File: src/rtl/param_seq_multiplier_if.sv
// Start/busy/done bundle between the issue logic (master) and the sequential multiplier (slave).
// The issue logic raises start with the operands. The multiplier accepts it only while busy is low.
// done then pulses for one cycle when result becomes valid.
interface param_seq_multiplier_if #(
  parameter int WIDTH = 8
);
  logic                 start;
  logic                 is_signed;
  logic [WIDTH-1:0]     A;
  logic [WIDTH-1:0]     B;
  logic [2*WIDTH-1:0]   result;
  logic                 busy;
  logic                 done;

  modport master (
    output start, is_signed, A, B,
    input  result, busy, done
  );

  modport slave (
    input  start, is_signed, A, B,
    output result, busy, done
  );
endinterface

File: src/rtl/param_seq_multiplier.sv
// Iterative shift-add multiplier: sign/magnitude split, one multiplier bit per cycle, full 2*WIDTH product.
// Optional EARLY_TERM_EN: leave CALC as soon as the remaining multiplier bits are all zero.
module param_seq_multiplier #(
  parameter int WIDTH = 8
) (
  input  logic                 clk,
  input  logic                 rst,
  param_seq_multiplier_if.slave bus,
  output logic                 o_dbg_state
);
  localparam int PW = 2 * WIDTH;
  localparam int CW = $clog2(WIDTH + 1);
  localparam logic [CW-1:0] LAST_CNT = CW'(WIDTH - 1);

  typedef enum logic {IDLE = 1'b0, CALC = 1'b1} state_t;

  state_t           r_state;
  state_t           w_state_nxt;
  logic [PW-1:0]    r_mag_a;
  logic [PW-1:0]    r_acc;
  logic [PW-1:0]    r_result;
  logic [WIDTH-1:0] r_mag_b;
  logic [CW-1:0]    r_cnt;
  logic             r_neg;
  logic             r_done;

  logic             w_accept;
  logic             w_last;
  logic [WIDTH-1:0] w_abs_a;
  logic [WIDTH-1:0] w_abs_b;
  logic [WIDTH-1:0] w_mag_b_shr;
  logic [PW-1:0]    w_acc_add;
  logic [PW-1:0]    w_prod;

  always_comb begin
    w_state_nxt = r_state;
    w_accept    = 1'b0;
    w_last      = 1'b0;
    // A WIDTH-bit unsigned magnitude holds |-2^(W-1)| exactly.
    w_abs_a     = (bus.is_signed && bus.A[WIDTH-1]) ? -bus.A : bus.A;
    w_abs_b     = (bus.is_signed && bus.B[WIDTH-1]) ? -bus.B : bus.B;
    w_mag_b_shr = r_mag_b >> 1;
    w_acc_add   = r_mag_b[0] ? (r_acc + r_mag_a) : r_acc;
    w_prod      = r_neg ? -w_acc_add : w_acc_add;
    case (r_state)
      IDLE: begin
        if (bus.start) begin
          w_accept    = 1'b1;
          w_state_nxt = CALC;
        end
      end
      CALC: begin
`ifdef EARLY_TERM_EN
        w_last = (r_cnt == LAST_CNT) || (w_mag_b_shr == '0);
`else
        w_last = (r_cnt == LAST_CNT);
`endif
        if (w_last) w_state_nxt = IDLE;
      end
      default: w_state_nxt = IDLE;
    endcase
  end

  always_ff @(posedge clk) begin
    if (rst) begin
      r_state  <= IDLE;
      r_mag_a  <= '0;
      r_mag_b  <= '0;
      r_acc    <= '0;
      r_cnt    <= '0;
      r_neg    <= 1'b0;
      r_result <= '0;
      r_done   <= 1'b0;
    end else begin
      r_state <= w_state_nxt;
      r_done  <= 1'b0;
      if (w_accept) begin
        r_mag_a <= {{WIDTH{1'b0}}, w_abs_a};
        r_mag_b <= w_abs_b;
        r_neg   <= bus.is_signed & (bus.A[WIDTH-1] ^ bus.B[WIDTH-1]);
        r_acc   <= '0;
        r_cnt   <= '0;
      end else if (r_state == CALC) begin
        r_acc   <= w_acc_add;
        r_mag_a <= r_mag_a << 1;
        r_mag_b <= w_mag_b_shr;
        r_cnt   <= r_cnt + 1'b1;
        if (w_last) begin
          r_result <= w_prod;
          r_done   <= 1'b1;
        end
      end
    end
  end

  assign bus.busy     = (r_state == CALC);
  assign bus.done     = r_done;
  assign bus.result   = r_result;
  assign o_dbg_state  = r_state;
endmodule
File: src/flat_wrapper.sv
// flat-port wrapper written by rule: the top's interface ports become plain ports
module param_seq_multiplier_flat 
#(
  parameter int WIDTH = 8
)
  (clk, rst, o_dbg_state, bus_start, bus_is_signed, bus_A, bus_B, bus_result, bus_busy, bus_done);
  param_seq_multiplier_if #(.WIDTH(WIDTH)) bus_i ();
  input  logic clk;
  input  logic rst;
  output logic o_dbg_state;
  input wire logic [$bits(bus_i.start)-1:0] bus_start;
  input wire logic [$bits(bus_i.is_signed)-1:0] bus_is_signed;
  input wire logic [$bits(bus_i.A)-1:0] bus_A;
  input wire logic [$bits(bus_i.B)-1:0] bus_B;
  output wire logic [$bits(bus_i.result)-1:0] bus_result;
  output wire logic [$bits(bus_i.busy)-1:0] bus_busy;
  output wire logic [$bits(bus_i.done)-1:0] bus_done;
  assign bus_i.start = bus_start;
  assign bus_i.is_signed = bus_is_signed;
  assign bus_i.A = bus_A;
  assign bus_i.B = bus_B;
  assign bus_result = bus_i.result;
  assign bus_busy = bus_i.busy;
  assign bus_done = bus_i.done;
  param_seq_multiplier #(.WIDTH(WIDTH)) u_core (.clk(clk), .rst(rst), .bus(bus_i), .o_dbg_state(o_dbg_state));
endmodule
File: config.mk
export PLATFORM = sky130hd
export DESIGN_NAME = param_seq_multiplier_flat
export DESIGN_NICKNAME = d
export VERILOG_FILES = /design/src/rtl/param_seq_multiplier_if.sv /design/src/rtl/param_seq_multiplier.sv /design/src/flat_wrapper.sv
export SDC_FILE = /design/constraint.sdc
export NUM_CORES = 1
export LEC_CHECK = 0
export ABC_AREA = 1
export BUFFER_PORTS_ARGS = -buffer_cell sky130_fd_sc_hd__buf_4
export CELL_PAD_IN_SITES_DETAIL_PLACEMENT = 0
export CELL_PAD_IN_SITES_GLOBAL_PLACEMENT = 1
export CORE_MARGIN = 2
export CORE_UTILIZATION = 32
export CTS_CLUSTER_SIZE = 14
export DETAILED_ROUTE_END_ITERATION = 10
export PLACE_DENSITY = 0.66
export SKIP_CTS_REPAIR_TIMING = 1
export SLEW_MARGIN = 20
export SYNTH_ARGS = -nofsm -noshare
export SYNTH_HDL_FRONTEND = slang
export SYNTH_SLANG_ARGS = --single-unit
File: constraint.sdc
create_clock -name clk -period 3.05 [get_ports clk]
set_clock_uncertainty 0.15 [all_clocks]
set_input_delay 0.305 -clock clk [delete_from_list [all_inputs] [get_ports clk]]
set_output_delay 0.305 -clock clk [all_outputs]
set_load 0.005 [all_outputs]
==> flow_summary.ini <==
[route]
vias = 4335
drc_errors = 0
via_per_inst = 4.76
drt_iter0_markers = 184
ant_nets = 0
wl_per_cell_um = 13.1
totalWireLength_mm = 11.9
first_pass_iters = 5

[synth]
synth_seq_cells = 63
synth_fa_ha_area_frac = 0.0603
synth-edff-count = 0
synthesis.nets = 735
synth_top_family_by_area = simple AND/OR/NAND/NOR gates
netlist_instances = 695
synthSimpleGateAreaFrac = 0.368
synth_cell_type_count = 41
synth_area_um2 = 4280
ys_warn_count = 0
synth_flop_cell = dfxtp_1
syn_avg_cell_area_um2 = 6.15
ys_seq_area_frac = 0.295
synth_compound_gate_area_share = 0.157
synth_xor_area_frac = 0.00615
async_flop_share = 0
synthMuxAreaShare = 0

[clock_tree]
clk_pin_slew_ps = 50
cts_root_buffer = clkbuf_16
cts_tree = done
clock_sinks = 63
clockBufferDepth = 2
h-tree-depth = 3
cts_inserted_buffers = 9
clkLatencyLatePin_ps = 330

[timing]
grt_setup_unrepaired = false
hold_viol_final = 0
fin_setup_tns_ps = 0
fin_crit_sh = 0.894
setup_viol = 0
fmax_ghz = 0.367
drv_slew = 0
final.min_clock_period_ps = 2730
slew_headroom = 0.472
worst-slew-pin-transition_ps = 791

[critical_path]
path_cells = ha_1, inv_1, fa_1, nand2_1, o21ai_2, ha_1, inv_1, nor2_1, nand3_1, nor2_2, nand2_1, o21ai_2, nand4_1, nand3_1, nand2_1
crit_arrival_ps = 2800
r2r-end = u_core.bus.result[14]
crit_slowest_cell = fa_1
reg2reg_depth = 15
cp.required_ps = 3120
crit-reg2reg-launch = u_core.r_mag_a[0]
endpoint_kind = flip-flop
crit_path_frequent_cell = nand2_1
critPathMaxStageDelay_ps = 480
worst_setup_path_start_kind = flip-flop
cp_top_family = adder cells
r2r_setup_slack_ps = 320
cp_max_fo = 4
worstSetupPathType = reg -> reg
cp_num_buf_inv = 2

[place]
dp_cells = 895
place_area_um2 = 4740
io_buffers = 38
place_congestion = 0.775
dp_hpwl_mm = 9.10

[cells_and_area]
area_growth_pct = 17.4
final_common_cell = nand2_1
num-nets-final = 770
drive_gt1_frac = 0.112
instances_no_fill = 911
antenna_cells = 0
layout_common_cells = 221 x nand2_1, 99 x inv_1, 72 x nand3_1
final_area_um2 = 5020

[grt]
grt_max_degree = 34
antenna_found_initial = 0
grt_pass1_vias = 4085
grt_pass1_wl_mm = 20.1
overflow = 0
grt_usage = 0.175

[floorplanning]
core_area_um2 = 13100
io_pins = 39
start_util = 0.325
die_area_um2 = 14300
die_h_um = 120
num_rows = 42
die_w_um = 120

[status]
status = completed

[min_path]
hold_path_end = u_core.r_mag_b[7]
hold_path.class = in -> reg
worstHoldPathCells = 2
min-delay-start = rst

[pwr]
pwr_density_cell_nw_per_um2 = 445
vdd_ir_drop_max_v = 0.000275
total_power_w = 0.00223
p_leak_nw = 2.54

[flow_run]
max-cap-violations = 0
-- logic make-up after synthesis --
family	count (synthesis)
adder cells (fa/ha/maj)	20
XOR/XNOR	3
flip-flops	63
AO/OA/AOI/OAI	119
AND/OR/NAND/NOR	365
buffers and inverters	125
-- worst max path at each step --
stage / slack (ps) / end / depth (start not counted) / startpoint
2_1_floorplan: 550 / u_core.bus.result[12] / 15 / u_core.r_mag_a[0]
3_3_place_gp: 300 / u_core.bus.result[12] / 15 / u_core.r_mag_a[0]
3_5_place_dp: 210 / u_core.bus.result[14] / 15 / u_core.r_mag_a[0]
4_1_cts: 200 / u_core.bus.result[14] / 15 / u_core.r_mag_a[0]
5_1_grt: 10 / u_core.bus.result[14] / 15 / u_core.r_mag_a[0]
6_report: 320 / u_core.bus.result[14] / 15 / u_core.r_mag_a[0]
-- cells in the mapped netlist (3+ instances only) --
library cell	instances	area, um2
nand3_1	72	360
a22oi_1	11	82.6
o211ai_1	5	37.5
nand2_2	5	31.3
ha_1	19	238
inv_2	4	15.0
o21ai_0	32	160
o21ai_1	3	15.0
xor2_1	3	26.3
a31oi_1	3	18.8
nor3_1	7	35.0
nand4_1	7	43.8
a21oi_1	57	285
inv_1	99	372
clkbuf_1	14	52.6
nor2_1	37	139
dfxtp_1	63	1260
nand2_1	221	830
buf_2	3	15.0
or2_2	4	25.0
-- layout make-up --
cell class	count	area (um2)
Fill cell	1438	8120
Multi-Input combinational cell	507	2530
Sequential cell	63	1260
Inverter	104	390
Timing Repair Buffer	45	338
Clock buffer	13	260
Tap cell	176	220
Clock inverter	3	17.5
-- sequential cells by signal, indices dropped and copies added (netlist names) --
| register | count |
|---|---|
| u_core.bus.result | 16 |
| u_core.r_acc | 16 |
| u_core.r_mag_a | 16 |
| u_core.r_mag_b | 8 |
| u_core.r_cnt | 4 |
| u_core.bus.busy | 1 |
| u_core.bus.done | 1 |
| u_core.r_neg | 1 |
-- where the power goes --
| group | switching (W) | internal, W | leakage, nW | total [W] |
|---|---|---|---|---|
| Sequential | 0.0000282 | 0.000853 | 0.512 | 0.000881 |
| Clock | 0.000363 | 0.000591 | 0.136 | 0.000954 |
| Combinational | 0.000259 | 0.000139 | 1.90 | 0.000398 |
-- stage by stage --
| stage | hold WS (ps) | setup slack (ps) | utilization |
|---|---|---|---|
| CTS | 114 | 199 | 0.382 |
| detailed placement | 291 | 213 | 0.361 |
| floorplan | 296 | 548 | - |
| global route | 137 | 9.83 | 0.382 |
| finish | 121 | 324 | 0.382 |
| global placement | 289 | 299 | 0.361 |
-- layer usage --
layer,vias to the layer above,GRT usage,share of wire
li1,2316,-,-
met1,1941,0.260,0.54
met2,64,0.258,0.41
met3,14,0.0285,0.034
met4,0,0.0529,0.013
met5,-,0,0
No activity file was read; power rests on OpenSTA's default activity.
